===== config.mk =====
export PLATFORM = sky130hd
export DESIGN_NAME = mem_arbiter_flat
export DESIGN_NICKNAME = d
export VERILOG_FILES = /design/src/rtl/mem_arbiter_if.sv /design/src/rtl/mem_arbiter.sv /design/src/flat_wrapper.sv
export SDC_FILE = /design/constraint.sdc
export NUM_CORES = 1
export LEC_CHECK = 0
export BUFFER_PORTS_ARGS = -buffer_cell sky130_fd_sc_hd__buf_2
export CORE_AREA = 2 2 106 108
export DETAILED_ROUTE_END_ITERATION = 16
export DIE_AREA = 0 0 108 110
export GPL_TIMING_DRIVEN = 0
export PLACE_DENSITY = 0.59
export RECOVER_POWER = 50
export SKIP_LAST_GASP = 1
export SYNTH_ARGS = -nofsm -noshare
export SYNTH_HDL_FRONTEND = slang
export SYNTH_SLANG_ARGS = --single-unit

===== constraint.sdc =====
create_clock -name clk -period 3 [get_ports clk]
set_clock_uncertainty 0.05 [all_clocks]
set_input_delay 0.6 -clock clk [delete_from_list [all_inputs] [get_ports clk]]
set_output_delay 0.6 -clock clk [all_outputs]
set_load 0.02 [all_outputs]

===== src/rtl/mem_arbiter_if.sv =====
// mem_arbiter_if: IFU, LSU and memory signal bundle shared by the arbiter and its neighbours
interface mem_arbiter_if;
    logic        ifu_req_valid;
    logic        ifu_req_ready;
    logic [31:0] ifu_addr;
    logic        ifu_resp_valid;
    logic [31:0] ifu_rdata;
    logic        ifu_resp_err;
    logic        lsu_req_valid;
    logic        lsu_req_ready;
    logic [31:0] lsu_addr;
    logic        lsu_we;
    logic [31:0] lsu_wdata;
    logic [2:0]  lsu_memop;
    logic        lsu_resp_valid;
    logic [31:0] lsu_rdata;
    logic        lsu_resp_err;
    logic [31:0] mem_addr;
    logic [31:0] mem_wdata;
    logic [2:0]  mem_op;
    logic        mem_wen;
    logic        mem_ren;
    logic [31:0] mem_rdata;
    modport slave (
        input  ifu_req_valid, ifu_addr, lsu_req_valid, lsu_addr, lsu_we, lsu_wdata, lsu_memop, mem_rdata,
        output ifu_req_ready, ifu_resp_valid, ifu_rdata, ifu_resp_err,
        output lsu_req_ready, lsu_resp_valid, lsu_rdata, lsu_resp_err,
        output mem_addr, mem_wdata, mem_op, mem_wen, mem_ren
    );
    modport master (
        output ifu_req_valid, ifu_addr, lsu_req_valid, lsu_addr, lsu_we, lsu_wdata, lsu_memop, mem_rdata,
        input  ifu_req_ready, ifu_resp_valid, ifu_rdata, ifu_resp_err,
        input  lsu_req_ready, lsu_resp_valid, lsu_rdata, lsu_resp_err,
        input  mem_addr, mem_wdata, mem_op, mem_wen, mem_ren
    );
endinterface


===== src/rtl/mem_arbiter.sv =====
// mem_arbiter: shares the data memory between IFU and LSU with LSU priority and an IFU starvation guard
module mem_arbiter #(
    parameter int STARVE_LIMIT = 4
) (
    input logic          clk,
    input logic          rst_n,
    mem_arbiter_if.slave bus
);
    typedef enum logic {IDLE, RESP} state_t;
    localparam logic [3:0] LIM = 4'(STARVE_LIMIT);
    state_t      state, state_n;
    logic [3:0]  streak;
    logic        sel_ifu, err_q, load_q;
    logic        grant_ifu, grant_lsu, grant, grant_ok, issue, ifu_ok, lsu_ok, resp_on;
    logic [2:0]  op;
    assign op = bus.lsu_memop;
    assign ifu_ok = bus.ifu_addr[1:0] == 2'b00;
    // sign-extending/zero-extending variants are load-only; stores use 000/001/010
    assign lsu_ok = (op == 3'b000) | (op == 3'b100 & !bus.lsu_we)
                  | (op == 3'b001 & !bus.lsu_addr[0]) | (op == 3'b101 & !bus.lsu_addr[0] & !bus.lsu_we)
                  | (op == 3'b010 & bus.lsu_addr[1:0] == 2'b00);
    always_comb begin
        grant_ifu = rst_n && state == IDLE && bus.ifu_req_valid && (!bus.lsu_req_valid || streak == LIM);
        grant_lsu = rst_n && state == IDLE && bus.lsu_req_valid && !grant_ifu;
        grant = grant_ifu || grant_lsu;
        grant_ok = grant_ifu ? ifu_ok : lsu_ok;
        issue = grant && grant_ok;
        state_n = grant ? RESP : IDLE;
        resp_on = rst_n && state == RESP;
        bus.ifu_req_ready = grant_ifu;
        bus.lsu_req_ready = grant_lsu;
        bus.mem_addr = issue ? (grant_ifu ? bus.ifu_addr : bus.lsu_addr) : 32'h0;
        bus.mem_wdata = issue ? bus.lsu_wdata : 32'h0;
        bus.mem_op = issue ? (grant_ifu ? 3'b010 : op) : 3'b011;
        bus.mem_ren = issue && (grant_ifu || !bus.lsu_we);
        bus.mem_wen = issue && grant_lsu && bus.lsu_we;
        bus.ifu_resp_valid = resp_on && sel_ifu;
        bus.ifu_rdata = (resp_on && sel_ifu && load_q) ? bus.mem_rdata : 32'h0;
        bus.ifu_resp_err = resp_on && sel_ifu && err_q;
        bus.lsu_resp_valid = resp_on && !sel_ifu;
        bus.lsu_rdata = (resp_on && !sel_ifu && load_q) ? bus.mem_rdata : 32'h0;
        bus.lsu_resp_err = resp_on && !sel_ifu && err_q;
    end
    always_ff @(posedge clk) begin
        if (!rst_n) begin
            state <= IDLE;
            streak <= 4'd0;
            sel_ifu <= 1'b0;
            err_q <= 1'b0;
            load_q <= 1'b0;
        end else begin
            state <= state_n;
            if (grant) begin
                sel_ifu <= grant_ifu;
                err_q <= !grant_ok;
                load_q <= grant_ok && (grant_ifu || !bus.lsu_we);
            end
            if (grant_ifu)
                streak <= 4'd0;
            else if (grant_lsu)
                streak <= !bus.ifu_req_valid ? 4'd0 : (streak == LIM ? streak : streak + 4'd1);
        end
    end
endmodule

===== src/flat_wrapper.sv =====
// flat-port wrapper written by rule: the top's interface ports become plain ports
module mem_arbiter_flat 
#(
    parameter int STARVE_LIMIT = 4
)
  (clk, rst_n, bus_ifu_req_valid, bus_ifu_addr, bus_lsu_req_valid, bus_lsu_addr, bus_lsu_we, bus_lsu_wdata, bus_lsu_memop, bus_mem_rdata, bus_ifu_req_ready, bus_ifu_resp_valid, bus_ifu_rdata, bus_ifu_resp_err, bus_lsu_req_ready, bus_lsu_resp_valid, bus_lsu_rdata, bus_lsu_resp_err, bus_mem_addr, bus_mem_wdata, bus_mem_op, bus_mem_wen, bus_mem_ren);
  mem_arbiter_if bus_i ();
  input logic clk;
  input logic rst_n;
  input wire logic [$bits(bus_i.ifu_req_valid)-1:0] bus_ifu_req_valid;
  input wire logic [$bits(bus_i.ifu_addr)-1:0] bus_ifu_addr;
  input wire logic [$bits(bus_i.lsu_req_valid)-1:0] bus_lsu_req_valid;
  input wire logic [$bits(bus_i.lsu_addr)-1:0] bus_lsu_addr;
  input wire logic [$bits(bus_i.lsu_we)-1:0] bus_lsu_we;
  input wire logic [$bits(bus_i.lsu_wdata)-1:0] bus_lsu_wdata;
  input wire logic [$bits(bus_i.lsu_memop)-1:0] bus_lsu_memop;
  input wire logic [$bits(bus_i.mem_rdata)-1:0] bus_mem_rdata;
  output wire logic [$bits(bus_i.ifu_req_ready)-1:0] bus_ifu_req_ready;
  output wire logic [$bits(bus_i.ifu_resp_valid)-1:0] bus_ifu_resp_valid;
  output wire logic [$bits(bus_i.ifu_rdata)-1:0] bus_ifu_rdata;
  output wire logic [$bits(bus_i.ifu_resp_err)-1:0] bus_ifu_resp_err;
  output wire logic [$bits(bus_i.lsu_req_ready)-1:0] bus_lsu_req_ready;
  output wire logic [$bits(bus_i.lsu_resp_valid)-1:0] bus_lsu_resp_valid;
  output wire logic [$bits(bus_i.lsu_rdata)-1:0] bus_lsu_rdata;
  output wire logic [$bits(bus_i.lsu_resp_err)-1:0] bus_lsu_resp_err;
  output wire logic [$bits(bus_i.mem_addr)-1:0] bus_mem_addr;
  output wire logic [$bits(bus_i.mem_wdata)-1:0] bus_mem_wdata;
  output wire logic [$bits(bus_i.mem_op)-1:0] bus_mem_op;
  output wire logic [$bits(bus_i.mem_wen)-1:0] bus_mem_wen;
  output wire logic [$bits(bus_i.mem_ren)-1:0] bus_mem_ren;
  assign bus_i.ifu_req_valid = bus_ifu_req_valid;
  assign bus_i.ifu_addr = bus_ifu_addr;
  assign bus_i.lsu_req_valid = bus_lsu_req_valid;
  assign bus_i.lsu_addr = bus_lsu_addr;
  assign bus_i.lsu_we = bus_lsu_we;
  assign bus_i.lsu_wdata = bus_lsu_wdata;
  assign bus_i.lsu_memop = bus_lsu_memop;
  assign bus_i.mem_rdata = bus_mem_rdata;
  assign bus_ifu_req_ready = bus_i.ifu_req_ready;
  assign bus_ifu_resp_valid = bus_i.ifu_resp_valid;
  assign bus_ifu_rdata = bus_i.ifu_rdata;
  assign bus_ifu_resp_err = bus_i.ifu_resp_err;
  assign bus_lsu_req_ready = bus_i.lsu_req_ready;
  assign bus_lsu_resp_valid = bus_i.lsu_resp_valid;
  assign bus_lsu_rdata = bus_i.lsu_rdata;
  assign bus_lsu_resp_err = bus_i.lsu_resp_err;
  assign bus_mem_addr = bus_i.mem_addr;
  assign bus_mem_wdata = bus_i.mem_wdata;
  assign bus_mem_op = bus_i.mem_op;
  assign bus_mem_wen = bus_i.mem_wen;
  assign bus_mem_ren = bus_i.mem_ren;
  mem_arbiter #(.STARVE_LIMIT(STARVE_LIMIT)) u_core (.clk(clk), .rst_n(rst_n), .bus(bus_i));
endmodule

# Yosys cells after proc, flatten, opt, wreduce, memory -nomap -nowiden
# Cells that the tools add are included.
dict set report totals {
  wordCells 65
  out_inout_bits 139
  input_bits 136
  ff_bits 8
}
dict set report classes {
  n_reduce_logical 31
  add_sub_neg 1
  bitwise 11
  n_eq_ne 6
  muxes 11
}
# cell n
set op_table {}
lappend op_table {{2-to-1 mux 32 bit} 5}
lappend op_table {{logical AND 1 bit} 17}
lappend op_table {{2-to-1 mux 4 bit} 2}
lappend op_table {{equality test 3 bit, second input constant} 2}
lappend op_table {{logical NOT 1 bit} 6}
lappend op_table {{2-to-1 mux 3 bit} 2}
lappend op_table {{AND 1 bit} 5}
lappend op_table {{adder 4 x 1 -> 4 bit, second input constant} 1}
lappend op_table {{equality test 4 x 3 -> 1 bit, second input constant} 1}
lappend op_table {{logical NOT 2 bit} 2}
lappend op_table {{bitwise OR 1 bit} 4}
lappend op_table {{equality test 3 x 1 -> 1 bit, second input constant} 1}
lappend op_table {{equality test 3 x 2 -> 1 bit, second input constant} 1}
lappend op_table {{logical NOT 3 bit} 1}
lappend op_table {{logical OR 1 bit} 3}
lappend op_table {{2-to-1 mux 1 bit} 2}
lappend op_table {{inequality test 2 bit, second input constant} 1}
lappend op_table {{inverter 1 bit} 2}
lappend op_table {{AND reduction 2 bit} 1}
lappend op_table {{OR reduction 2 bit} 1}

# Depth between registers and ports, before layout
# Gate-level depths: netlist of run 1.
dict set report logic_depth {
  ltp_word 10
  depth_mapped 7
  depth_no_buf 7
}

# Worst setup path before layout of run 1
# No wires, ideal clock.
dict set report synth_timing {
  path_kind {reg-to-output}
  from {register u_core.streak[0]}
  to {output bus_mem_addr[10]}
  t_arrival_ps 1814
  n_path_buf 1
  required_time_ps 2350
  setup_slack_ps 536
  stages_incl_launch_ff 8
  cell_sequence {dfxtp_1 inv_1 ha_1 nand3b_1 a211oi_4 a2bb2oi_2 buf_2 nor2_1}
}
dict set report synth_between {
  elab_chain_len 8
  word_cells_on_any_way 10
  classes_between {eq/ne: 1; mux: 3; reduce/logical: 6}
}
# item line_no
set synth_lines {}
lappend synth_lines {{start: declaration} mem_arbiter.sv:12} ;# logic [3:0] streak;
lappend synth_lines {{start signal: assignment} mem_arbiter.sv:61} ;# streak <= !bus.ifu_req_valid ? 4'd0 : (streak == LIM ? streak : streak + 4'd1);
lappend synth_lines {{equality test 4 x 3 -> 1 bit *} mem_arbiter.sv:23} ;# grant_ifu = rst_n && state == IDLE && bus.ifu_req_valid && (!bus.lsu_req_valid || streak == LIM);
lappend synth_lines {{logical OR 1 bit *} mem_arbiter.sv:23}
lappend synth_lines {{logical AND 1 bit *} mem_arbiter.sv:23}
lappend synth_lines {{logical NOT 1 bit} mem_arbiter.sv:24} ;# grant_lsu = rst_n && state == IDLE && bus.lsu_req_valid && !grant_ifu;
lappend synth_lines {{logical AND 1 bit} mem_arbiter.sv:24}
lappend synth_lines {{logical OR 1 bit} mem_arbiter.sv:25} ;# grant = grant_ifu || grant_lsu;
lappend synth_lines {{logical AND 1 bit} mem_arbiter.sv:27} ;# issue = grant && grant_ok;
lappend synth_lines {{2-to-1 mux 32 bit *} mem_arbiter.sv:32} ;# bus.mem_addr = issue ? (grant_ifu ? bus.ifu_addr : bus.lsu_addr) : 32'h0;
lappend synth_lines {{end: declaration} flat_wrapper.sv:26} ;# output wire logic [$bits(bus_i.mem_addr)-1:0] bus_mem_addr;
# Every way passes the cells marked *; elsewhere a longest branch is shown, timed or not.

# Final worst setup path of run 1
dict set report layout_timing {
  from {register u_core.streak[0]}
  to {output bus_mem_addr[24]}
}
# Same word-level chain as after synthesis.

==> flow_summary.yaml, run 1 <==
logic_synthesis:
  yosysTopAreaCellShare_pct: 25.2
  yosysSeqAreaShare_pct: 9.50
  synth_cells: 243
  yosys-top-cells-area: "and3_1, mux2i_1, and2_1"
  ys_types: 34
  post-synth-top-area-cell: "and3_1"
  synth_seq_cells: 8
  synthArstFlopShare_pct: 0
  synth-edff-count: 0
  netlist_area_um2: 1690
  synth_nets: 381
  yosysWarnings: 0
  synth-main-ff-cell: "dfxtp_1"
  avgSynthCellArea_um2: 6.94
clock_network:
  cts_buffer_depth: 2
  cts_resized: 0
  cts_root_buffer: "clkbuf_8"
  cts_hold_buf: 0
  htreeDepth: 1
  numCtsBuffers: 3
  post_cts_buffers: 3
  clk_pin_slew_ps: 40
  clock_sinks: 8
  cts_tree: "done"
  clk_latency_ps: 230
run_status:
  status: "complete, no violations"
power:
  pwr-share-clk_pct: 25.1
  power.net_switching_uw: 192
  intPower_uw: 328
  power_frac_comb_pct: 52.7
  power_switching_share_pct: 36.9
  seqPwrFrac_pct: 22.2
  ir_drop_uv: 82.4
  leakage_uw: 0.00194
  p_per_area_nw_per_um2: 162
timing:
  relSlewSlack_pct: 62.1
  final.period_utilization_pct: 91.3
  tightest_slew_ps: 563
  setup_viol_count_final: 0
  tns_ps: 0
  finalHoldViolCount: 0
  period_minus_slack_ps: 2740
  drv_slew: 0
  fmax_mhz: 365
  rsz0062_at_grt: "false"
floorplan:
  die_y_um: 110
  die_x_um: 108
  rows: 38
  core-area_um2: 10700
  die_area_um2: 11900
  start_util_pct: 15.8
  pin_count: 275
run:
  max_cap_viol_count: 0
final_layout:
  finalInstanceArea_um2: 3220
  drive_gt1_share_pct: 44.0
  synthToLayoutAreaGrowth_pct: 90.9
  finalNetCount: 663
  diodes: 0
  finish.utilization_pct: 30.1
routing:
  vias: 2775
  wl_per_cell_um: 12.0
  route.detailed.drc: 0
  first_iter_violations: 68
  via_per_inst: 4.19
  ant_nets: 0
  drt_wl_total_um: 7980
  first_pass_iters: 4
grt:
  grt_pass1_wl_um: 11000
  overflow: 0
  grt_usage_pct: 11.2
  antenna_found_initial: 0
  grt_pass1_vias: 2309
  grt_max_degree: 11
place:
  gp_congestion: 0.795
  portBuffers: 274
  placed_area_um2: 3230
  dp_hpwl_um: 6810
worst_setup_path:
  crit_required_ps: 2350
  start_kind: "flip-flop"
  arrival_ps: 2090
  slowest_delay_ps: 340
  critPathCaptureType: "output pin"
  cp_max_fo: 10
  critPathSlowestCell: "dfxtp_1"
  worst-r2r-setup-slack_ps: 1240
  path_cells: "inv_1 -> ha_1 -> nand3b_1 -> a211oi_4 -> buf_4 -> buf_6 -> mux2i_1 -> nor2_1 -> buf_2"
  crit_buf_inv: 4
  crit_type: "reg -> out"
  crit_family: "buffers and inverters"
min_path:
  hold_class: "reg -> reg"
[synth_stat cells (2+ instances only)]
| library cell | count |
|---|---|
| and3_1 | 68 |
| nor2_1 | 40 |
| and2_1 | 37 |
| mux2i_1 | 30 |
| clkbuf_1 | 14 |
| dfxtp_1 | 8 |
| buf_6 | 6 |
| inv_1 | 6 |
| buf_2 | 3 |
| nand2_1 | 3 |
| a21oi_1 | 2 |
| ha_1 | 2 |
| nand3_1 | 2 |
| xor2_1 | 2 |
[cell type report]
| type | instances | area (µm²) |
|---|---|---|
| Sequential cell | 8 | 160 |
| Fill cell | 1236 | 7480 |
| Buffer | 23 | 135 |
| Tap cell | 140 | 175 |
| Clock buffer | 3 | 41.3 |
| Inverter | 6 | 22.5 |
| Timing Repair Buffer | 277 | 1320 |
| Multi-Input combinational cell | 206 | 1370 |
[state kept, by name (all words and copies together) (netlist names)]
signal	flops
u_core.state	1
u_core.streak	4
u_core.load_q	1
u_core.sel_ifu	1
u_core.err_q	1
[worst reg2reg max path, cell delays in order (launching register included)]
cell      delay [ps]
dfxtp_1          340
inv_1             70
ha_1             160
nand3b_1         160
and3_1           230
o31ai_1          500
nor2_1           110
[path summary, 6_finish.rpt]
path,end,startpoint,cells after the start
min reg2reg,u_core.streak[3],u_core.streak[3],2
max reg2reg,u_core.streak[0],u_core.streak[0],6
min,u_core.streak[3],u_core.streak[3],2
max,bus_mem_addr[24],u_core.streak[0],9
[power by group through the flow]
stage	registers (µW)	logic (µW)	clock network, µW
final	116	274	130
after global routing	116	302	137
after CTS	116	278	132
after detailed placement	117	274	0
after global placement	117	269	0
after floorplan	116	135	0
[through the flow]
stage	std cells	total power (µW)	worst slack [ps]	hold slack, ps
floorplan	243	251	536	429
global placement	657	386	33.7	457
detailed placement	657	392	21.5	464
CTS	663	525	236	480
global route	663	555	105	512
finish	663	520	262	475
[cell families (layout without fill, tap and decap cells)]
group | count (synthesis) | in the layout | share of synthesized area (%)
simple gates | 159 | 159 | 52.8
mux | 30 | 30 | 17.8
buf+inv | 29 | 309 | 9.35
compound gates | 12 | 12 | 7.50
flops | 8 | 8 | 9.50
xor+xnor | 3 | 3 | 1.56
fa+ha+maj | 2 | 2 | 1.48
[layer usage]
layer,wire [µm],GRT usage (%),vias to the layer above
met5,0,0,-
met4,86,2.29,0
met3,613,1.88,13
met2,4090,20.6,121
met1,3190,13.9,1247
li1,-,-,1394
[cells in the final DEF (no fill, tap or decap), types with 2 or more instances in the layout]
master and instances:
inv_1 6, and2_1 36, nand2_1 3, xor2_1 2
mux2i_1 30, clkbuf_8 3, and3_1 68, a21oi_1 2
ha_1 2, nor2_1 40, clkbuf_1 77, buf_6 6
buf_2 214, dfxtp_1 8, buf_4 3, nand3_1 2
Power figures use the tool's default switching activity.
==> inputs of run 2 (changes only) <==
--- a/config.mk
+++ b/config.mk
@@ -5,7 +5,7 @@
 export SDC_FILE = /design/constraint.sdc
 export NUM_CORES = 1
 export LEC_CHECK = 0
-export BUFFER_PORTS_ARGS = -buffer_cell sky130_fd_sc_hd__buf_2
+export BUFFER_PORTS_ARGS = -buffer_cell sky130_fd_sc_hd__buf_4
 export CORE_AREA = 2 2 106 108
 export DETAILED_ROUTE_END_ITERATION = 16
 export DIE_AREA = 0 0 108 110
==> run 2 against run 1 <==
Against the previous run:
- first-iteration DRC count increased by 15%
- via count is 1.3% higher
- sequential cell count is the same
- total power up 12%
==> flow_summary.yaml, run 2 (same netlist as run 1, synthesis figures left out) <==
run_status:
  status: "complete, no violations"
worst_setup_path:
  cp_max_fo: 10
  crit_required_ps: 2350
  slowest_delay_ps: 330
  crit_type: "reg -> out"
  path_cells: "inv_1 -> ha_1 -> nand3b_1 -> a211oi_4 -> buf_4 -> buf_6 -> mux2i_1 -> nor2_1 -> buf_4"
  crit_buf_inv: 4
  start_kind: "flip-flop"
  crit_family: "buffers and inverters"
  cp_common_cell: "buf_4"
  arrival_ps: 2130
  critPathSlowestCell: "dfxtp_1"
  critPathCaptureType: "output pin"
final_layout:
  finalNetCount: 663
  drive_gt1_share_pct: 44.7
  largest_reg_flops: 4
  final_common_cell: "buf_4"
  most-common-layout-cells: "buf_4, clkbuf_1, and3_1"
  largest_register: "u_core.streak"
  fillerInstances: 1163
  synthToLayoutAreaGrowth_pct: 123
  diodes: 0
grt:
  grt_pass1_vias: 2554
  overflow: 0
  antenna_found_initial: 0
  grt_usage_pct: 13.2
  grt_max_degree: 11
  grt_pass1_wl_um: 12900
clock_network:
  cts_hold_buf: 0
  htreeDepth: 1
  clk_latency_ps: 230
  cts_root_buffer: "clkbuf_8"
  post_cts_buffers: 3
  cts_buffer_depth: 2
  numCtsBuffers: 3
  clk_pin_slew_ps: 40
  cts_resized: 0
  cts_tree: "done"
  clock_sinks: 8
timing:
  fmax_mhz: 360
  tightest_slew_ps: 534
  tns_ps: 0
  final.period_utilization_pct: 92.6
  drv_slew: 0
  holdWs_ps: 479
  period_minus_slack_ps: 2780
  relSlewSlack_pct: 64.1
  finalHoldViolCount: 0
  setup_viol_count_final: 0
  rsz0062_at_grt: "false"
routing:
  ant_nets: 0
  drt_wl_total_um: 8890
  first_pass_iters: 4
  vias: 2810
  route.detailed.drc: 0
  first_iter_violations: 78
  wl_per_cell_um: 13.4
  via_per_inst: 4.24
floorplan:
  die_y_um: 110
  start_util_pct: 15.8
  die_x_um: 108
  die_area_um2: 11900
  core-area_um2: 10700
  rows: 38
  pin_count: 275
power:
  p_total_uw: 585
  p_per_area_nw_per_um2: 155
  ir_drop_uv: 98.2
  leakage_uw: 0.00207
place:
  portBuffers: 274
  gp_congestion: 0.736
  dp_hpwl_um: 7500
run:
  max_cap_viol_count: 0
min_path:
  hold_class: "reg -> reg"
-- run 2: worst register-to-register path, delay by kind of cell (launching register included) --
| family | cells | cell delay, ps |
|---|---|---|
| AOI/OAI and AO/OA | 2 | 490 |
| adders and majority gates | 1 | 160 |
| buffers and inverters | 3 | 430 |
| DFF | 1 | 330 |
| and+or+nand+nor | 2 | 210 |
-- run 2: cell type report --
class,count,area [µm²],share of cell area (%)
multi-input cells,206,1370,36.4
plain buffers,23,135,3.59
flip-flops and latches,8,160,4.26
clock buffers,3,41.3,1.10
repair buffers,277,1860,49.4
inverters,6,22.5,0.599
well taps,140,175,4.66
-- run 2: metrics by stage --
| step | area, µm² | std cells | utilization (%) | worst slack, ps |
|---|---|---|---|---|
| 6_report | 3760 | 663 | 35.1 | 221 |
| 2_1_floorplan | 1690 | 243 | - | 536 |
| 3_5_place_dp | 3920 | 657 | 36.6 | 55.3 |
| 5_1_grt | 3760 | 663 | 35.1 | 68.6 |
| 3_3_place_gp | 3920 | 657 | 36.6 | 49.6 |
| 4_1_cts | 3980 | 663 | 37.2 | 227 |
-- run 2: per-layer routing --
metal,global-route usage [%],wire (µm)
met1,16.1,3420
met2,25.3,4820
met3,1.70,584
met4,1.37,57
met5,0,0
-- run 2: report_power, final --
group | total (µW) | leakage, µW | internal [µW] | switching, µW
clock | 127 | 0.0000216 | 86.7 | 40.4
combinational | 342 | 0.00198 | 193 | 148
sequential | 116 | 0.0000653 | 112 | 4.23
-- run 2: final timing paths --
check | startpoint | end | slack [ps] | depth (start not counted)
worst max-delay path | u_core.streak[0] | bus_mem_addr[24] | 220 | 9
worst max register to register | u_core.streak[0] | u_core.err_q | 1210 | 8
worst min register to register | u_core.sel_ifu | u_core.sel_ifu | 480 | 2
worst min-delay path | u_core.sel_ifu | u_core.sel_ifu | 480 | 2
==> inputs of run 3 (changes only) <==
--- a/config.mk
+++ b/config.mk
@@ -5,12 +5,13 @@
 export SDC_FILE = /design/constraint.sdc
 export NUM_CORES = 1
 export LEC_CHECK = 0
+export ABC_AREA = 1
 export BUFFER_PORTS_ARGS = -buffer_cell sky130_fd_sc_hd__buf_4
 export CORE_AREA = 2 2 106 108
 export DETAILED_ROUTE_END_ITERATION = 16
 export DIE_AREA = 0 0 108 110
 export GPL_TIMING_DRIVEN = 0
-export PLACE_DENSITY = 0.59
+export PLACE_DENSITY = 0.6
 export RECOVER_POWER = 50
 export SKIP_LAST_GASP = 1
 export SYNTH_ARGS = -nofsm -noshare
==> run 3 against run 2 <==
Against the previous run:
- wire length increased by 3.4%
- via count increased by 9.8%
- combinational power increased by 23%
- clock power increased by 5%
- synthesized cell count increased by 49%
- non-clock buffer count decreased by 6
- sequential power about the same
- global-route usage about the same
- first-iteration DRC count increased by 33%
- utilization increased by 0.42 points
- critical endpoint is now bus_mem_addr[25]
==> flow_summary.yaml, run 3 <==
clock_network:
  post_cts_buffers: 0
  cts_hold_buf: 0
  clk_latency_ps: 240
  cts_root_buffer: "clkbuf_8"
  htreeDepth: 1
  clk_pin_slew_ps: 50
  clock_sinks: 8
  numCtsBuffers: 3
  cts_resized: 0
  cts_buffer_depth: 2
  cts_tree: "done"
final_layout:
  finalInstanceArea_um2: 3800
  drive_gt1_share_pct: 43.5
  diodes: 0
  fillerInstances: 1201
  finalNetCount: 779
  most-common-layout-cells: "buf_4, nand2_1, inv_1"
  final-instance-count-excl-fill: 779
  final_common_cell: "buf_4"
  largest_register: "u_core.streak"
  largest_reg_flops: 4
  synthToLayoutAreaGrowth_pct: 116
grt:
  grt_max_degree: 11
  grt_pass1_wl_um: 12900
  overflow: 0
  grt_usage_pct: 13.1
  grt_pass1_vias: 2794
  antenna_found_initial: 0
routing:
  route.detailed.drc: 0
  ant_nets: 0
  via_per_inst: 3.96
  first_iter_violations: 104
  first_pass_iters: 4
  vias: 3084
  drt_wl_total_um: 9190
  wl_per_cell_um: 11.8
place:
  dp_hpwl_um: 8000
  dp.cells: 776
  placed_area_um2: 3990
  gp_congestion: 0.791
  portBuffers: 274
logic_synthesis:
  synthArstFlopShare_pct: 0
  yosysTopAreaCellShare_pct: 17.9
  post-synth-top-area-cell: "inv_1"
  ys_types: 20
  ys_top_cells_by_count: "inv_1, nand2_1, nor2_1"
  synth-edff-count: 0
  synth-main-ff-cell: "dfxtp_1"
  yosysSeqAreaShare_pct: 9.10
  yosys-top-cells-area: "inv_1, nand2_1, nor2_1"
  avgSynthCellArea_um2: 4.86
  synth_nets: 500
  netlist_area_um2: 1760
  synth_seq_cells: 8
  synth_cells: 362
  yosysWarnings: 0
worst_setup_path:
  arrival_ps: 2100
  critPathSlowestCell: "dfxtp_1"
  crit_required_ps: 2350
  path_cells: "inv_1 -> ha_1 -> nand3_1 -> nand2_1 -> nand2_1 -> buf_2 -> buf_2 -> nand2_1 -> a21oi_1 -> buf_4"
  cp_max_fo: 10
  slowest_delay_ps: 340
  crit_family: "buffers and inverters"
  r2r_cells: 10
  critPathCaptureType: "output pin"
  path_depth: 10
  crit_type: "reg -> out"
  cp_common_cell: "nand2_1"
  crit_buf_inv: 4
  start_kind: "flip-flop"
timing:
  period_minus_slack_ps: 2750
  drv_slew: 0
  tns_ps: 0
  relSlewSlack_pct: 71.3
  final.period_utilization_pct: 91.5
  fmax_mhz: 364
  rsz0062_at_grt: "false"
  tightest_slew_ps: 430
  finalHoldViolCount: 0
  setup_viol_count_final: 0
floorplan:
  start_util_pct: 16.5
  die_y_um: 110
  die_x_um: 108
  die_area_um2: 11900
  core-area_um2: 10700
  rows: 38
  pin_count: 275
power:
  power_frac_comb_pct: 62.8
  seqPwrFrac_pct: 17.3
  intPower_uw: 408
  ir_drop_uv: 95.6
  pwr-share-clk_pct: 19.9
  p_per_area_nw_per_um2: 175
  power.net_switching_uw: 260
  leakage_uw: 0.00225
  power_switching_share_pct: 39.0
  p_total_uw: 668
run_status:
  status: "complete, no violations"
run:
  max_cap_viol_count: 0
min_path:
  min_path_cells: 2
  hold_class: "reg -> reg"
==> run 3: changes by cell type after synthesis, moves of 31 or more <==
cell	delta
and2_1	-37
nor2_1	+37
and3_1	-68
nand2_1	+81
inv_1	+78
nor2_2	+31
==> run 3: worst paths after layout <==
check              startpoint                to  slack [ps]
max          u_core.streak[0]  bus_mem_addr[25]         250
min          u_core.streak[1]  u_core.streak[1]         450
max reg2reg  u_core.streak[0]  u_core.streak[0]        1190
min reg2reg  u_core.streak[1]  u_core.streak[1]         450
==> run 3: area by class of cell <==
| class | count | area (µm²) | area share [%] |
|---|---|---|---|
| Timing Repair Buffer | 274 | 1850 | 48.5 |
| Sequential cell | 8 | 160 | 4.21 |
| Buffer | 20 | 123 | 3.22 |
| Tap cell | 140 | 175 | 4.60 |
| Inverter | 86 | 323 | 8.48 |
| Clock buffer | 3 | 41.3 | 1.09 |
| Multi-Input combinational cell | 248 | 1140 | 29.9 |
==> run 3: power groups by stage <==
stage / Combinational, µW / Clock (µW) / Sequential, µW
floorplan: 193 / 0 / 116
global placement: 423 / 0 / 117
detailed placement: 428 / 0 / 117
CTS: 430 / 135 / 115
global route: 457 / 137 / 115
finish: 419 / 133 / 115
==> run 3: cell families (layout without fill, tap and decap cells) <==
kind of cell / Yosys count / count (layout) / share of synthesized area, %
flops: 8 / 8 / 9.10
buf+inv: 106 / 383 / 25.8
fa+ha+maj: 2 / 2 / 1.42
compound gates: 37 / 37 / 12.8
simple gates: 209 / 209 / 50.9
==> run 3: metal layers <==
metal	wire (µm)	GRT usage, %	part of all wire [%]
met1	3420	14.5	37
met2	4780	25.9	52
met3	931	2.76	10
met4	64	2.47	0.70
met5	0	0	0
==> run 3: through the flow <==
stage	util (%)	setup slack, ps	hold slack, ps
floorplan	-	454	407
global placement	37.3	435	430
detailed placement	37.3	398	443
CTS	37.7	227	449
global route	35.6	78.5	478
finish	35.6	255	450
==> run 3: tightest hold or removal path, delay by kind of cell (launching register included) <==
kind               cells  cell delay [ps]
AOI/OAI and AO/OA      1               60
DFF                    1              330
and+or+nand+nor        1               70
